## src/rtl/pe_cluster_sched.sv

```systemverilog
// Job sequencer for the 8x8 PE cluster: streams K operand slices through a triangular skew,
// waits for every PE output-done, then hands the held results off via valid/ready.
module pe_cluster_sched #(
  parameter int unsigned LANES   = 8,
  parameter int unsigned DW      = 16,
  parameter int unsigned KW      = 5,
  parameter int unsigned TIMEOUT = 64
) (
  input  logic                     clk_i,
  input  logic                     rst_i,
  input  logic                     start_valid_i,
  output logic                     start_ready_o,
  input  logic [KW-1:0]            start_k_i,
  output logic [KW-1:0]            src_k_o,
  input  logic [LANES*DW-1:0]      src_a_i,
  input  logic [LANES*DW-1:0]      src_b_i,
  output logic [LANES*DW-1:0]      cl_act_o,
  output logic [LANES*DW-1:0]      cl_wgt_o,
  output logic                     cl_rst_n_o,
  output logic [LANES-1:0]         cl_row_done_o,
  input  logic [LANES*LANES-1:0]   cl_out_done_i,
  output logic                     res_valid_o,
  input  logic                     res_ready_i,
  output logic                     res_err_o,
  output logic                     busy_o
);

  localparam int unsigned KMax = 16;
  localparam int unsigned DcW  = $clog2(TIMEOUT + 1);

  typedef enum logic [2:0] {StIdle, StClr, StFeed, StDrain, StResult} state_e;

  state_e state_q, state_d;

  logic [KW-1:0]       k_q, k_d;
  logic [KW-1:0]       t_q, t_d;
  logic [DcW-1:0]      dcnt_q, dcnt_d;
  logic                res_err_q, res_err_d;
  logic                cl_rst_n_q, cl_rst_n_d;
  logic [LANES-1:0]    row_done_q, row_done_d, row_hit;
  logic [LANES*DW-1:0] act_q, act_d, wgt_q, wgt_d;
  logic [LANES*DW-1:0] skew_a, skew_b;
  logic                k_bad, feed_live, all_out_done, drain_last;

  assign k_bad        = (start_k_i == '0) || (start_k_i > KW'(KMax));
  assign feed_live    = (state_q == StFeed) && (t_q < k_q);
  assign all_out_done = &cl_out_done_i;
  assign drain_last   = (dcnt_q == DcW'(TIMEOUT - 1));

  // Row r is delayed by r register stages, giving the diagonal wavefront the array expects.
  for (genvar r = 0; r < LANES; r++) begin : g_row
    logic [DW-1:0] a_in, b_in;
    assign a_in = feed_live ? src_a_i[r*DW +: DW] : '0;
    assign b_in = feed_live ? src_b_i[r*DW +: DW] : '0;
    // Last slice of row r reaches the skew output in FEED cycle K-1+r.
    assign row_hit[r] = (state_q == StFeed) && ((t_q + KW'(1)) == (k_q + KW'(r)));

    if (r == 0) begin : g_direct
      assign skew_a[DW-1:0] = a_in;
      assign skew_b[DW-1:0] = b_in;
    end else begin : g_delay
      logic [DW-1:0] a_dly_q [r];
      logic [DW-1:0] b_dly_q [r];

      always_ff @(posedge clk_i) begin
        if (rst_i || (state_q != StFeed)) begin
          for (int i = 0; i < r; i++) begin
            a_dly_q[i] <= '0;
            b_dly_q[i] <= '0;
          end
        end else begin
          a_dly_q[0] <= a_in;
          b_dly_q[0] <= b_in;
          for (int i = 1; i < r; i++) begin
            a_dly_q[i] <= a_dly_q[i-1];
            b_dly_q[i] <= b_dly_q[i-1];
          end
        end
      end

      assign skew_a[r*DW +: DW] = a_dly_q[r-1];
      assign skew_b[r*DW +: DW] = b_dly_q[r-1];
    end
  end

  always_ff @(posedge clk_i) begin
    if (rst_i) begin
      state_q <= StIdle;
    end else begin
      state_q <= state_d;
    end
  end

  always_comb begin
    state_d = state_q;
    unique case (state_q)
      StIdle:   if (start_valid_i) state_d = k_bad ? StResult : StClr;
      StClr:    state_d = StFeed;
      StFeed:   if (&(row_done_q | row_hit)) state_d = StDrain;
      StDrain:  if (all_out_done || drain_last) state_d = StResult;
      StResult: if (res_ready_i) state_d = StIdle;
      default:  state_d = StIdle;
    endcase
  end

  always_comb begin
    start_ready_o = (state_q == StIdle) && !rst_i;
    busy_o        = (state_q != StIdle);
    res_valid_o   = (state_q == StResult);
    src_k_o       = '0;
    if (state_q == StFeed) begin
      src_k_o = (t_q < k_q) ? t_q : (k_q - KW'(1));
    end
  end

  always_comb begin
    k_d       = k_q;
    t_d       = '0;
    dcnt_d    = '0;
    res_err_d = res_err_q;
    if (state_q == StIdle && start_valid_i) begin
      k_d       = start_k_i;
      res_err_d = k_bad;
    end
    if (state_q == StFeed) t_d = t_q + KW'(1);
    if (state_q == StDrain) begin
      dcnt_d = dcnt_q + DcW'(1);
      if (!all_out_done && drain_last) res_err_d = 1'b1;
    end
    if (state_q == StResult && res_ready_i) res_err_d = 1'b0;

    cl_rst_n_d = (state_d == StFeed) || (state_d == StDrain) || (state_d == StResult);

    // Row dones are sticky for the whole job and drop together with the cluster reset.
    row_done_d = row_done_q | row_hit;
    if ((state_q == StIdle) || (state_q == StClr) || (state_q == StResult && res_ready_i)) begin
      row_done_d = '0;
    end

    act_d = (state_q == StFeed) ? skew_a : '0;
    wgt_d = (state_q == StFeed) ? skew_b : '0;
  end

  always_ff @(posedge clk_i) begin
    if (rst_i) begin
      k_q        <= '0;
      t_q        <= '0;
      dcnt_q     <= '0;
      res_err_q  <= 1'b0;
      cl_rst_n_q <= 1'b0;
      row_done_q <= '0;
      act_q      <= '0;
      wgt_q      <= '0;
    end else begin
      k_q        <= k_d;
      t_q        <= t_d;
      dcnt_q     <= dcnt_d;
      res_err_q  <= res_err_d;
      cl_rst_n_q <= cl_rst_n_d;
      row_done_q <= row_done_d;
      act_q      <= act_d;
      wgt_q      <= wgt_d;
    end
  end

  assign cl_act_o      = act_q;
  assign cl_wgt_o      = wgt_q;
  assign cl_rst_n_o    = cl_rst_n_q;
  assign cl_row_done_o = row_done_q;
  assign res_err_o     = res_err_q;

endmodule
```

## config.mk

```make
export PLATFORM = sky130hd
export DESIGN_NAME = pe_cluster_sched
export DESIGN_NICKNAME = d
export VERILOG_FILES = /design/src/rtl/pe_cluster_sched.sv
export SDC_FILE = /design/constraint.sdc
export NUM_CORES = 1
export LEC_CHECK = 0
export ABC_AREA = 1
export BUFFER_PORTS_ARGS = -buffer_cell sky130_fd_sc_hd__buf_4
export CELL_PAD_IN_SITES_DETAIL_PLACEMENT = 1
export CELL_PAD_IN_SITES_GLOBAL_PLACEMENT = 1
export CORE_MARGIN = 2
export CORE_UTILIZATION = 38
export CTS_CLUSTER_DIAMETER = 150
export DETAILED_ROUTE_END_ITERATION = 16
export GPL_TIMING_DRIVEN = 1
export PLACE_DENSITY = 0.76
export SYNTH_ARGS = -nofsm -noshare
export SYNTH_HDL_FRONTEND = slang
export SYNTH_SLANG_ARGS = --single-unit
```

## constraint.sdc

```tcl
create_clock -name clk_i -period 2 [get_ports clk_i]
set_input_delay 0.2 -clock clk_i [delete_from_list [all_inputs] [get_ports clk_i]]
set_output_delay 0.2 -clock clk_i [all_outputs]
set_load 0.005 [all_outputs]
```

==> flow_summary.json <==
{
  "status": "complete, but fails checks",
  "violations": "negative setup slack",
  "cp_max_fo": 5,
  "yosys.area_share.simple_pct": 15.9,
  "synth-seq-cells": 1182,
  "io_pins": 603,
  "cts_made_buffers": 115,
  "grt.total_usage_pct": 21.0,
  "grt_max_degree": 103,
  "root_buffer": "clkbuf_16",
  "critPathLaunchType": "register",
  "dpl_cell_area_um2": 40800,
  "p_switching_w": 0.0113,
  "seqPwrFrac_pct": 48.5,
  "p_leak_nw": 20.2,
  "pwr-share-comb_pct": 5.6,
  "synth_seq_area_share_pct": 68.1,
  "critical_path_class": "register to output pin",
  "core_um2": 90300,
  "nNetsFinal": 5345,
  "layout-drive-gt1-share_pct": 23.4,
  "hold_viol": 0,
  "start_util_pct": 38.5,
  "die_h_um": 306,
  "tightest_slew_ps": 656,
  "drv_cap": 0,
  "cts_tree": "built",
  "grt_overflow": 0,
  "synth_mux_area_share_pct": 0,
  "fin_setup_tns_ps": -21220,
  "layout.cells.non_filler": 6276,
  "power_w": 0.0489,
  "clkPwrFrac_pct": 45.9,
  "final_max_slew_viol_count": 0,
  "syn-cell-area_um2": 34700,
  "ys_warn_count": 0,
  "power.density_nw_per_um2": 967,
  "critPathCaptureType": "output pin",
  "via_count": 27300,
  "worstSkewPairLatency_ps": 710,
  "required_ps": 1800,
  "antenna_left": 0,
  "syn_to_final_growth_pct": 45.5,
  "period_share_pct": 123,
  "clock_sinks": 1182,
  "synth_compound_area_share_pct": 0.627,
  "slew_headroom_pct": 56.1,
  "syn_nets": 4373,
  "fin_ws_ps": -451,
  "numPortBuffers": 602,
  "final_cell_area_um2": 50600,
  "synth_fa_ha_area_share_pct": 0.612,
  "avgSynthCellArea_um2": 8.63,
  "rows": 110,
  "layout_min_cycle_time_ps": 2450,
  "drt_iter0_drc": 1177,
  "grt_antenna_before_repair": 12,
  "cts_max_level": 3,
  "fmax_ghz": 0.408,
  "hold_class": "input pin to register",
  "synth-xor-area-share_pct": 0.101,
  "routabilityCongestion": 0.845,
  "arrival_ps": 2250,
  "dieWidth_um": 306,
  "clkTransAtPathRegs_ps": 60,
  "p_int_w": 0.0376,
  "drt-vias-per-instance": 4.34,
  "yosys.cell_types.count": 22,
  "grt_pass1_wl_um": 154000,
  "synth_top_family_by_area": "simple AND/OR/NAND/NOR gates",
  "syn_inst": 4027,
  "dp.cells": 5724,
  "switching_share_pct": 23.2,
  "hold_slack_ps": 111,
  "wl_um": 125000,
  "drcViolationCount": 0,
  "ir_drop_v": 0.000842,
  "clockBufferDepth": 3,
  "first_global_vias": 28600,
  "fillers": 10100,
  "dieArea_um2": 93900,
  "firstDrtPassIters": 5,
  "rsz0062_at_grt": "yes",
  "dpl.hpwl_um": 55200,
  "wire_per_inst_um": 19.9,
  "setup_viol": 217,
  "finClkSkew_ps": 61.3
}
==> flip-flops by register name (all words and copies together), names as in the netlist <==
register,count
dcnt_q,7
cl_row_done_o,8
g_row.g_delay.b_dly_q,448
state_q,3
res_err_o,1
cl_rst_n_o,1
cl_act_o,128
cl_wgt_o,128
t_q,5
g_row.g_delay.a_dly_q,448
k_q,5
==> final cells by class <==
cell class	instances	area, um^2	share of cell area, %
sequential	1182	23700	46.8
timing repair buffer	987	9170	18.1
multi-input combinational	1497	7810	15.5
inverter	1216	4580	9.06
clock buffer	160	3240	6.40
tap	1176	1470	2.91
clock inverter	45	566	1.12
antenna	13	32.5	0.0643
==> layer usage <==
metal / track usage [%] / wire length [um] / vias up
li1: - / - / 13000
met1: 22.1 / 45600 / 13000
met2: 38.8 / 66100 / 834
met3: 4.35 / 5750 / 395
met4: 11.5 / 7610 / 0
met5: 0 / 0 / -
==> cell usage in the layout (no fill, tap or decap), drive strengths merged <==
master | Yosys | final
buf | 30 | 702
o211ai | 1 | 1
o21ai | 15 | 15
nand4 | 22 | 22
xnor2 | 3 | 3
clkinvlp | 0 | 4
clkinv | 0 | 28
nor3b | 3 | 3
nand2 | 169 | 169
nand3 | 39 | 40
ha | 17 | 17
nor4 | 1 | 1
diode | 0 | 13
clkbuf | 103 | 182
nor3 | 2 | 2
inv | 1216 | 1219
dfxtp | 1182 | 1182
bufinv | 0 | 10
dlygate4sd3 | 0 | 263
a21oi | 27 | 27
nand3b | 2 | 2
xor2 | 1 | 1
or2 | 1 | 1
nor2 | 1193 | 1193
==> worst max-delay path, cell delays in order, from the launching register on <==
cell and delay (ps):
dfxtp_4 360, inv_4 40, ha_4 260, nand2_2 50, inv_2 50, nand4_1 190, nand3_4 200, o21ai_1 110
a21oi_1 180, buf_4 150
==> power by group through the flow <==
stage               registers (W)  logic, W  clock network, W
finish                     0.0237   0.00274            0.0225
floorplan                  0.0242  0.000693                 0
detailed placement         0.0242   0.00158                 0
global placement           0.0242   0.00155                 0
CTS                        0.0237   0.00211            0.0221
global route               0.0237   0.00291            0.0237
==> cells in the mapped netlist <==
cell	instances	area, um^2
a21oi_1	27	135
buf_2	30	150
clkbuf_1	103	387
dfxtp_1	1182	23700
ha_1	17	213
inv_1	1211	4550
inv_2	5	18.8
nand2_1	169	634
nand3_1	39	195
nand3b_1	2	15.0
nand4_1	22	138
nor2_1	1192	4470
nor2_2	1	6.26
nor3_1	1	5.00
nor3_4	1	16.3
nor3b_1	3	22.5
nor4_1	1	6.26
o211ai_1	1	7.51
o21ai_0	15	75.1
or2_2	1	6.26
xnor2_1	3	26.3
xor2_1	1	8.76
==> cell families after synthesis <==
family | count (synthesis)
buf+inv | 1349
compound gates | 43
xor+xnor | 4
flops | 1182
fa+ha+maj | 17
simple gates | 1432
==> through the flow <==
step | utilization, % | worst slack (ps)
4_1_cts | 52.8 | -356
3_3_place_gp | 45.2 | 88.3
5_1_grt | 56.0 | -542
6_report | 56.0 | -451
2_1_floorplan | - | 136
3_5_place_dp | 45.2 | -12.5
==> what timing repair did <==
| action | 4_1_cts | 5_1_grt |
|---|---|---|
| pin swaps | 11 | 11 |
| hold endpoints to repair | 273 | 0 |
| setup endpoints to repair | 7 | 264 |
| buffers inserted | 14 | 28 |
| hold buffers | 263 | 0 |
| gates resized for setup | 44 | 545 |
| gates cloned | 5 | 33 |
==> path summary, 6_finish.rpt <==
path	startpoint	endpoint	slack, ps	depth (start not counted)
setup / recovery	k_q[3]	src_k_o[2]	-450	9
hold / removal	cl_out_done_i[57]	res_err_o	110	6
hold reg to reg	g_row[5].g_delay.b_dly_q[4][11]	cl_wgt_o[91]	390	2
setup reg to reg	k_q[2]	cl_wgt_o[3]	-260	13
(Power assumes the default switching activity.)
